**src/rtl/main_control_unit_if.sv**
```systemverilog
// Host/worker bus of main_control_unit: job start/config, dispatch handshake, completion and status.
// MAIN_CU_PERF_EN adds the o_Cycle_Count output.
interface main_control_unit_if #(
   parameter int NUM_CU      = 2,
   parameter int index_width = 8,
   parameter int max_mu_log  = 8
);
   logic                   i_Start;
   logic [31:0]            i_Config;
   logic [max_mu_log-1:0]  o_mu;
   logic [index_width-1:0] o_Row_Index;
   logic [index_width-1:0] o_Column_Index;
   logic [NUM_CU-1:0]      o_Indexes_Ready;
   logic [NUM_CU-1:0]      i_Indexes_Received;
   logic [NUM_CU-1:0]      i_Result_Ready;
   logic                   o_Busy;
   logic                   o_Done;
   logic                   o_Error;
`ifdef MAIN_CU_PERF_EN
   logic [31:0]            o_Cycle_Count;
`endif

   modport slave (
      input  i_Start, i_Config, i_Indexes_Received, i_Result_Ready,
      output o_mu, o_Row_Index, o_Column_Index, o_Indexes_Ready, o_Busy, o_Done, o_Error
`ifdef MAIN_CU_PERF_EN
      , output o_Cycle_Count
`endif
   );

   modport master (
      output i_Start, i_Config, i_Indexes_Received, i_Result_Ready,
      input  o_mu, o_Row_Index, o_Column_Index, o_Indexes_Ready, o_Busy, o_Done, o_Error
`ifdef MAIN_CU_PERF_EN
      , input o_Cycle_Count
`endif
   );
endinterface

```
**src/rtl/main_control_unit.sv**
```systemverilog
// Dispatches the N*P blocks C_ij in row-major order to the lowest free worker and tracks completions.
// MAIN_CU_PERF_EN adds a saturating busy-cycle counter on o_Cycle_Count.
module main_control_unit #(
   parameter int NUM_CU      = 2,
   parameter int index_width = 8,
   parameter int max_mu_log  = 8
) (
   input  logic               i_Clock,
   input  logic               i_Reset,
   main_control_unit_if.slave bus
);
   localparam int CW = 2 * index_width;

   typedef enum logic [2:0] {IDLE, DISPATCH, WAIT_ACK, DRAIN, FINISH} state_t;

   state_t                 state_q, state_d;
   logic [index_width-1:0] p_q, p_d, row_q, row_d, col_q, col_d;
   logic [max_mu_log-1:0]  mu_q, mu_d;
   logic [CW-1:0]          total_q, total_d, issued_q, issued_d, completed_q, completed_d;
   logic [NUM_CU-1:0]      busy_q, busy_d, ready_q, ready_d;
   logic                   error_q, error_d, done_q;

   logic [NUM_CU-1:0]      free, pick, good_res, bad_res;
   logic [CW-1:0]          good_cnt;
   logic [index_width-1:0] cfg_n, cfg_p;
   logic                   ack, busy_o, cfg_unused;

   assign cfg_unused = ^bus.i_Config[31:24];

   always_comb begin
      cfg_n    = index_width'(bus.i_Config[7:0]);
      cfg_p    = index_width'(bus.i_Config[23:16]);
      free     = ~busy_q;
      // two's-complement trick isolates the lowest set bit = lowest free worker
      pick     = free & (~free + NUM_CU'(1));
      good_res = bus.i_Result_Ready & busy_q;
      bad_res  = bus.i_Result_Ready & ~busy_q;
      ack      = |(bus.i_Indexes_Received & ready_q);
      good_cnt = '0;
      for (int k = 0; k < NUM_CU; k++) good_cnt = good_cnt + CW'(good_res[k]);
   end

   always_comb begin
      state_d     = state_q;
      p_d         = p_q;
      row_d       = row_q;
      col_d       = col_q;
      mu_d        = mu_q;
      total_d     = total_q;
      issued_d    = issued_q;
      completed_d = completed_q;
      busy_d      = busy_q;
      ready_d     = ready_q;
      error_d     = error_q | (|bad_res);
      if (state_q != IDLE) begin
         busy_d      = busy_q & ~good_res;
         completed_d = completed_q + good_cnt;
      end
      case (state_q)
         IDLE: if (bus.i_Start) begin
            mu_d        = max_mu_log'(bus.i_Config[15:8]);
            p_d         = cfg_p;
            total_d     = CW'(cfg_n) * CW'(cfg_p);
            row_d       = '0;
            col_d       = '0;
            issued_d    = '0;
            completed_d = '0;
            busy_d      = '0;
            ready_d     = '0;
            state_d     = (cfg_n == '0 || cfg_p == '0) ? FINISH : DISPATCH;
         end
         DISPATCH: if (issued_q < total_q && |free) begin
            ready_d = pick;
            state_d = WAIT_ACK;
         end
         WAIT_ACK: if (ack) begin
            ready_d  = '0;
            busy_d   = busy_d | ready_q;
            issued_d = issued_q + CW'(1);
            if (col_q == p_q - index_width'(1)) begin
               col_d = '0;
               row_d = row_q + index_width'(1);
            end else begin
               col_d = col_q + index_width'(1);
            end
            state_d = (issued_q + CW'(1) < total_q) ? DISPATCH : DRAIN;
         end
         DRAIN:   if (completed_q == total_q) state_d = FINISH;
         FINISH:  state_d = IDLE;
         default: state_d = IDLE;
      endcase
   end

   always_ff @(posedge i_Clock or negedge i_Reset) begin
      if (!i_Reset) begin
         state_q     <= IDLE;
         p_q         <= '0;
         row_q       <= '0;
         col_q       <= '0;
         mu_q        <= '0;
         total_q     <= '0;
         issued_q    <= '0;
         completed_q <= '0;
         busy_q      <= '0;
         ready_q     <= '0;
         error_q     <= 1'b0;
         done_q      <= 1'b0;
      end else begin
         state_q     <= state_d;
         p_q         <= p_d;
         row_q       <= row_d;
         col_q       <= col_d;
         mu_q        <= mu_d;
         total_q     <= total_d;
         issued_q    <= issued_d;
         completed_q <= completed_d;
         busy_q      <= busy_d;
         ready_q     <= ready_d;
         error_q     <= error_d;
         done_q      <= (state_q == FINISH);
      end
   end

   assign busy_o              = (state_q == DISPATCH) || (state_q == WAIT_ACK) || (state_q == DRAIN);
   assign bus.o_Busy          = busy_o;
   assign bus.o_Done          = done_q;
   assign bus.o_Error         = error_q;
   assign bus.o_mu            = mu_q;
   assign bus.o_Row_Index     = row_q;
   assign bus.o_Column_Index  = col_q;
   assign bus.o_Indexes_Ready = ready_q;

`ifdef MAIN_CU_PERF_EN
   logic [31:0] cyc_q;
   always_ff @(posedge i_Clock or negedge i_Reset) begin
      if (!i_Reset)                          cyc_q <= '0;
      else if (state_q == IDLE && bus.i_Start) cyc_q <= '0;
      else if (busy_o && cyc_q != '1)        cyc_q <= cyc_q + 32'd1;
   end
   assign bus.o_Cycle_Count = cyc_q;
`endif
endmodule

```
**src/flat_wrapper.sv**
```systemverilog
// flat-port wrapper written by rule: the top's interface ports become plain ports
module main_control_unit_flat 
#(
   parameter int NUM_CU      = 2,
   parameter int index_width = 8,
   parameter int max_mu_log  = 8
)
  (i_Clock, i_Reset, bus_i_Start, bus_i_Config, bus_i_Indexes_Received, bus_i_Result_Ready, bus_o_mu, bus_o_Row_Index, bus_o_Column_Index, bus_o_Indexes_Ready, bus_o_Busy, bus_o_Done, bus_o_Error);
  main_control_unit_if #(.NUM_CU(NUM_CU), .index_width(index_width), .max_mu_log(max_mu_log)) bus_i ();
  input  logic i_Clock;
  input  logic i_Reset;
  input wire logic [$bits(bus_i.i_Start)-1:0] bus_i_Start;
  input wire logic [$bits(bus_i.i_Config)-1:0] bus_i_Config;
  input wire logic [$bits(bus_i.i_Indexes_Received)-1:0] bus_i_Indexes_Received;
  input wire logic [$bits(bus_i.i_Result_Ready)-1:0] bus_i_Result_Ready;
  output wire logic [$bits(bus_i.o_mu)-1:0] bus_o_mu;
  output wire logic [$bits(bus_i.o_Row_Index)-1:0] bus_o_Row_Index;
  output wire logic [$bits(bus_i.o_Column_Index)-1:0] bus_o_Column_Index;
  output wire logic [$bits(bus_i.o_Indexes_Ready)-1:0] bus_o_Indexes_Ready;
  output wire logic [$bits(bus_i.o_Busy)-1:0] bus_o_Busy;
  output wire logic [$bits(bus_i.o_Done)-1:0] bus_o_Done;
  output wire logic [$bits(bus_i.o_Error)-1:0] bus_o_Error;
  assign bus_i.i_Start = bus_i_Start;
  assign bus_i.i_Config = bus_i_Config;
  assign bus_i.i_Indexes_Received = bus_i_Indexes_Received;
  assign bus_i.i_Result_Ready = bus_i_Result_Ready;
  assign bus_o_mu = bus_i.o_mu;
  assign bus_o_Row_Index = bus_i.o_Row_Index;
  assign bus_o_Column_Index = bus_i.o_Column_Index;
  assign bus_o_Indexes_Ready = bus_i.o_Indexes_Ready;
  assign bus_o_Busy = bus_i.o_Busy;
  assign bus_o_Done = bus_i.o_Done;
  assign bus_o_Error = bus_i.o_Error;
  main_control_unit #(.NUM_CU(NUM_CU), .index_width(index_width), .max_mu_log(max_mu_log)) u_core (.i_Clock(i_Clock), .i_Reset(i_Reset), .bus(bus_i));
endmodule
```
**config.mk**
```make
export PLATFORM = sky130hd
export DESIGN_NAME = main_control_unit_flat
export DESIGN_NICKNAME = d
export VERILOG_FILES = /design/src/rtl/main_control_unit_if.sv /design/src/rtl/main_control_unit.sv /design/src/flat_wrapper.sv
export SDC_FILE = /design/constraint.sdc
export NUM_CORES = 1
export LEC_CHECK = 0
export BUFFER_PORTS_ARGS = -buffer_cell sky130_fd_sc_hd__buf_2
export CAP_MARGIN = 20
export CORE_MARGIN = 1
export CORE_UTILIZATION = 60
export DETAILED_ROUTE_END_ITERATION = 8
export GPL_TIMING_DRIVEN = 0
export PLACE_DENSITY = 0.84
export SKIP_LAST_GASP = 1
export SYNTH_ARGS = -nofsm -noshare
export SYNTH_HDL_FRONTEND = slang
export SYNTH_SLANG_ARGS = --single-unit
```
**constraint.sdc**
```tcl
create_clock -name i_Clock -period 3.6 [get_ports i_Clock]
set_clock_uncertainty 0.15 [all_clocks]
set_input_delay 0.18 -clock i_Clock [delete_from_list [all_inputs] [get_ports i_Clock]]
set_output_delay 0.18 -clock i_Clock [all_outputs]
set_load 0.01 [all_outputs]
```
* Word-level counts from Yosys, hierarchy flattened
Cells that the tools add are included.
** Storage, ports and cells
- Flip-flop bits (word level) :: 89
- Output and inout bits :: 29
- Word-level logic and storage cells :: 89
** Cells by class
- $add $sub $neg :: 7
- $mul :: 1
- $lt $le $gt $ge :: 2
- Eq/ne operators :: 11
- Muxes and demuxes :: 28
- Bitwise gates (word level) :: 10
- Reduce and logical (&&, ||, !) cells :: 18
** Operators with widths (number)
- two-way mux 16 bit :: 5
- two-way mux 8 bit :: 5
- < comparator 16 bit :: 2
- one-hot mux 16 bit (2 select lines) :: 1
- one-hot mux 8 bit (2 select lines) :: 2
- adder 16 x 1 -> 16 bit (second input constant) :: 1
- adder 16 bit :: 1
- adder 8 x 1 -> 8 bit (second input constant) :: 2
- equality test 16 bit :: 1
- logical NOT 8 bit :: 2
- multiplier 8 x 8 -> 16 bit :: 1
- two-way mux 3 bit :: 5
- two-way mux 2 bit :: 7
- one-hot mux 3 bit (4 select lines) :: 1
- AND reduction 4 bit :: 3
- AND 2 bit :: 5
- equality test 8 bit :: 1
- inequality test 2 x 1 -> 1 bit (second input constant) :: 4
- subtractor 8 x 1 -> 8 bit (second input constant) :: 1
- equality test 3 x 2 -> 1 bit (second input constant) :: 2
- NOT 2 bit :: 3
- one-hot mux 2 bit (3 select lines) :: 1
- nonzero test 3 bit :: 2
- OR reduction 2 bit :: 3
- 14 further kinds :: 16

* Logic depth before layout (Yosys ltp)
- Depth in word-level cells :: 7
- Depth in mapped cells :: 17

* Worst setup path before layout
OpenSTA, ideal clock, no wires.
- Path type :: input-to-reg
- Start point :: input port bus_i_Config[23]
- End point :: register u_core.total_q[13]
- Library setup time :: 95 ps
- Arrival :: 4017 ps
- Required time :: 3355 ps
- Path slack :: -662 ps
- Cell stages on the path :: 16
- Path buffers :: 1
- Cell sequence :: clkbuf_1 nand2_1 fa_1 fa_1 inv_1 fa_1 inv_1 fa_1 inv_1 ha_1 inv_1 a21oi_1 o31a_1 o211a_1 o21a_1 o31ai_1
** On the way
- Word-level cells in the longest chain between the ends :: 1
** Ends and longest elaborated chain
- start, declared :: line flat_wrapper.sv:13 : input wire logic [$bits(bus_i.i_Config)-1:0] bus_i_Config;
- multiplier 8 x 8 -> 16 bit :: line main_control_unit.sv:63 : total_d = CW'(cfg_n) * CW'(cfg_p);
- end signal, assigned :: line main_control_unit.sv:114 : total_q <= total_d;
- end, declared :: line main_control_unit.sv:19 : logic [CW-1:0] total_q, total_d, issued_q, issued_d, completed_q, completed_d;
Every way passes these cells.
A chain may end at the register's enable or synchronous reset.

* Final worst setup path
- Start point :: input port bus_i_Config[20]
- End point :: register u_core.total_q[13]
The elaborated chain is that of the path after synthesis.

==> metrics.log <==
INFO  metric setup.worst_path.class = input pin to register
INFO  metric worst_setup_hold_path_clk_slew = 0.06 ns
INFO  metric place.gp.congestion = 0.862
INFO  metric setup_viol = 7
INFO  metric worst_ir_drop_vdd = 0.000379 V
INFO  metric antenna_found_initial = 0
INFO  metric htree_num_levels = 3
INFO  metric worstSetupStartpointType = input pin
INFO  metric finalWorstPathRequiredPeriod = ~3.8 ns
INFO  metric io-pin-count = a little under 70
INFO  metric die_height = ~110 microns
INFO  metric worst_path_largest_cell_delay = 0.52 ns
INFO  metric synth-seq-area-share = 0.300
INFO  metric drc = 0
INFO  metric global_route.usage.total = 0.303
INFO  metric fmax = roughly 270 MHz
INFO  metric postRouteWirelength = 18600 microns
INFO  metric failed_checks = setup timing
INFO  metric final.setup.tns = -0.717 ns
INFO  metric detailed_place_hpwl = 13200 microns
INFO  metric hold_violations = 0
INFO  metric final.period_utilization = 1.04
INFO  metric detail_route.wl_per_cell = 16.7 microns
INFO  metric synthFlopType = dfrtp_1
INFO  metric power-per-cell-area = 368 nW/um^2
INFO  metric worstHoldPathType = input pin to register
INFO  metric maximum_number_of_pins_on_one_net_before_global_route_repair = 56
INFO  metric layout.nets = ~1100
INFO  metric req_time_crit_path = 3.71 ns
INFO  metric power.total = ~3.2 mW
INFO  metric placement_rows = 40
INFO  metric tightestPinTransition = 0.793 ns
INFO  metric worst-endpoint-arrival = ~3.9 ns
INFO  metric post_synthesis_cell_area = about 7400 sq um
INFO  metric finalMaxSlewViolations = 0
INFO  metric critical_path_peak_fanout = 5
INFO  metric detail_route.first_pass.iterations = 6
INFO  metric critical-path-top-cell-by-count = fa_1
INFO  metric synthCells = between 800 and 900
INFO  metric max_cap_viol_count = 0
INFO  metric cts.sink_count = 89
INFO  metric cp_slowest_cell = fa_1
INFO  metric postRouteAntennaNets = 0
INFO  metric placed_cells_incl_taps = 1064
INFO  metric status = complete, but fails checks
INFO  metric postLayoutCoreUtil = 0.731
INFO  metric insertion_delay = approximately 0.35 ns
INFO  metric portBuffers = 52
INFO  metric rsz_0062_raised_after_global_routing = yes
INFO  metric die_w = approximately 110 microns
INFO  metric async_set_or_reset_flop_fraction_in_the_synthesized_netlist = 1.00
INFO  metric end_kind = register
INFO  metric relative_slew_slack = 0.466
INFO  metric clock_path_buffers = 2
INFO  metric pre_cts_slack = -0.723 ns
INFO  metric critical_path.cell_chain = clkbuf_16 > and2_4 > fa_1 > inv_1 > fa_1 > inv_1 > fa_1 > inv_2 > fa_1 > inv_2 > ha_4 > inv_4 > a21oi_4 > o31a_1 > o211a_1 > o21a_1 > o31ai_2
INFO  metric ys_seq_elements = between 80 and 90
INFO  metric synthTopCellsByArea = dfrtp_1 30%, ha_1 12%, fa_1 10%, nand2_1 6.5%, xnor2_1 5.2%
INFO  metric coreArea = 12100 sq um
INFO  metric postSynthAreaPerCell = 8.81 sq um
INFO  metric worst_slack = -0.158 ns
INFO  metric tritoncts = built
INFO  metric leakage = 4.32 nW
INFO  metric ys_warn_count = 0
INFO  metric synth-edff-count = 0
INFO  metric numCtsBuffers = 9
INFO  metric grt_overflow_total = 0
INFO  metric post_synth_num_cell_types = 55
INFO  metric detail_route.vias_per_cell = 5.79
INFO  metric wire_length_of_the_first_global_routing_pass = 30300 microns
INFO  metric die_area = 12800 sq um
INFO  metric netlist.area_leader.share = 0.300
INFO  metric insertedDiodeCount = 0
INFO  metric area.growth.synth_to_final = 18.6%
INFO  metric postSynthNetCount = a little under 1000
INFO  metric vias = 6430
INFO  metric ratio_of_cells_with_drive_above_1_in_the_final_layout = 0.150
INFO  metric cts_root_buf = clkbuf_16
INFO  metric fin_cells = 1110
INFO  metric drt_iter0_markers = approximately 520
INFO  metric start_util = 0.616
INFO  metric synth_largest_area_cell = dfrtp_1
INFO  metric via_count_of_the_first_global_routing_pass = 6309
metrics by stage:
| stage | area (sq um) | hold WS (ns) |
|---|---|---|
| after floorplan | 7540 | -0.266 |
| after global placement | 8010 | 0.219 |
| after detailed placement | 8040 | 0.00969 |
| after CTS | 8780 | 0.00116 |
| after global routing | 8810 | 0.0259 |
| final | 8810 | 0.0185 |
cell usage in the layout (no fill, tap or decap), types with 4 or more instances in the layout:
| cell | instances |
|---|---|
| buf_4 | 18 |
| clkbuf_8 | 6 |
| and2_4 | 8 |
| inv_1 | 74 |
| nor3_1 | 8 |
| a31oi_1 | 7 |
| a22o_1 | 5 |
| nor4_1 | 8 |
| a21o_1 | 12 |
| nand3_1 | 23 |
| dlygate4sd3_1 | 16 |
| ha_4 | 6 |
| buf_2 | 48 |
| nand4_1 | 17 |
| o21a_1 | 5 |
| a211oi_1 | 4 |
| xnor2_1 | 43 |
| fa_1 | 35 |
| nor2_1 | 36 |
| dfrtp_1 | 89 |
| o31ai_1 | 8 |
| clkbuf_1 | 21 |
| inv_2 | 4 |
| a21oi_1 | 24 |
| and3_1 | 12 |
| clkbuf_16 | 12 |
| o21ai_0 | 51 |
| xor2_1 | 13 |
| nand2b_1 | 6 |
| nand2_1 | 129 |
| and2_1 | 42 |
| o21ai_1 | 5 |
| ha_1 | 65 |
| mux2i_1 | 7 |
| or3_1 | 5 |
| nor2b_1 | 7 |
synthesized netlist by cell type, types with 8 or more instances:
library cell,instances
o21ai_0,58
nor3_1,8
o31ai_1,10
and2_1,50
nor2_1,38
and3_1,12
a21oi_1,26
nand3_1,23
nand2_1,129
ha_1,73
inv_1,79
dfrtp_1,89
fa_1,37
clkbuf_1,28
nand4_1,17
xor2_1,13
xnor2_1,44
a21o_1,12
nor4_1,8
metal layers:
metal	up-vias	track usage	share of wire
li1	3041	-	-
met1	3109	0.377	0.41
met2	234	0.526	0.50
met3	46	0.0530	0.059
met4	0	0.118	0.031
met5	-	0	0
critical path, delay by kind of cell:
kind | cells | cell delay [ns]
buffers and inverters | 6 | 0.39
adders and majority gates | 5 | 2.21
AOI/OAI and AO/OA | 5 | 0.95
and+or+nand+nor | 1 | 0.13
state kept, by name, indices dropped and copies added (netlist names):
register,cells
u_core.bus.o_Column_Index,8
u_core.bus.o_Done,1
u_core.bus.o_Error,1
u_core.bus.o_Indexes_Ready,2
u_core.bus.o_Row_Index,8
u_core.bus.o_mu,8
u_core.busy_q,2
u_core.completed_q,16
u_core.issued_q,16
u_core.p_q,8
u_core.state_q,3
u_core.total_q,16
power by group:
part	switching, mW	total [mW]	internal [mW]
Sequential	0	0.999	0.999
Clock	0.419	0.932	0.513
Combinational	0.686	1.32	0.630
Total	1.10	3.25	2.14
path summary, 6_finish.rpt:
check	end	cells after the start	startpoint	slack [ns]
max in group asynchronous	u_core.total_q[0]$_DFFE_PN0P_	3	i_Reset	2.50
worst max register to register	u_core.state_q[1]$_DFFE_PN0P_	12	u_core.issued_q[0]$_DFFE_PN0P_	0.20
worst min-delay path	u_core.total_q[0]$_DFFE_PN0P_	3	bus_i_Config[0]	0.02
worst max-delay path	u_core.total_q[13]$_DFFE_PN0P_	17	bus_i_Config[20]	-0.16
worst min register to register	u_core.bus.o_mu[1]$_DFFE_PN0P_	2	u_core.bus.o_mu[1]$_DFFE_PN0P_	0.33
min in group asynchronous	u_core.issued_q[12]$_DFFE_PN0P_	2	i_Reset	0.18
cells by family after synthesis:
| group | share of synthesized area |
|---|---|
| compound gates | 0.127 |
| xor+xnor | 0.0672 |
| fa+ha+maj | 0.223 |
| buf+inv | 0.0564 |
| flops | 0.300 |
| mux | 0.00943 |
| simple gates | 0.217 |
repair_timing:
item / CTS / global route
endpoints found under the setup margin: 6 / 9
cloned: 1 / 0
hold buffers: 16 / 0
pin swaps: 23 / 22
gates resized for setup: 41 / 11
setup buffers: 12 / 3
endpoints found under the hold margin: 49 / 0
cell type report:
type                    count  area [sq um]
flip-flops and latches     89          2230
well taps                 168           210
inverters                  79           299
clock buffers              12           256
multi-input cells         644          4960
fillers                   858          3250
clock inverters             4          35.0
plain buffers              30           224
repair buffers             84           602
Power figures use the tool's default switching activity.
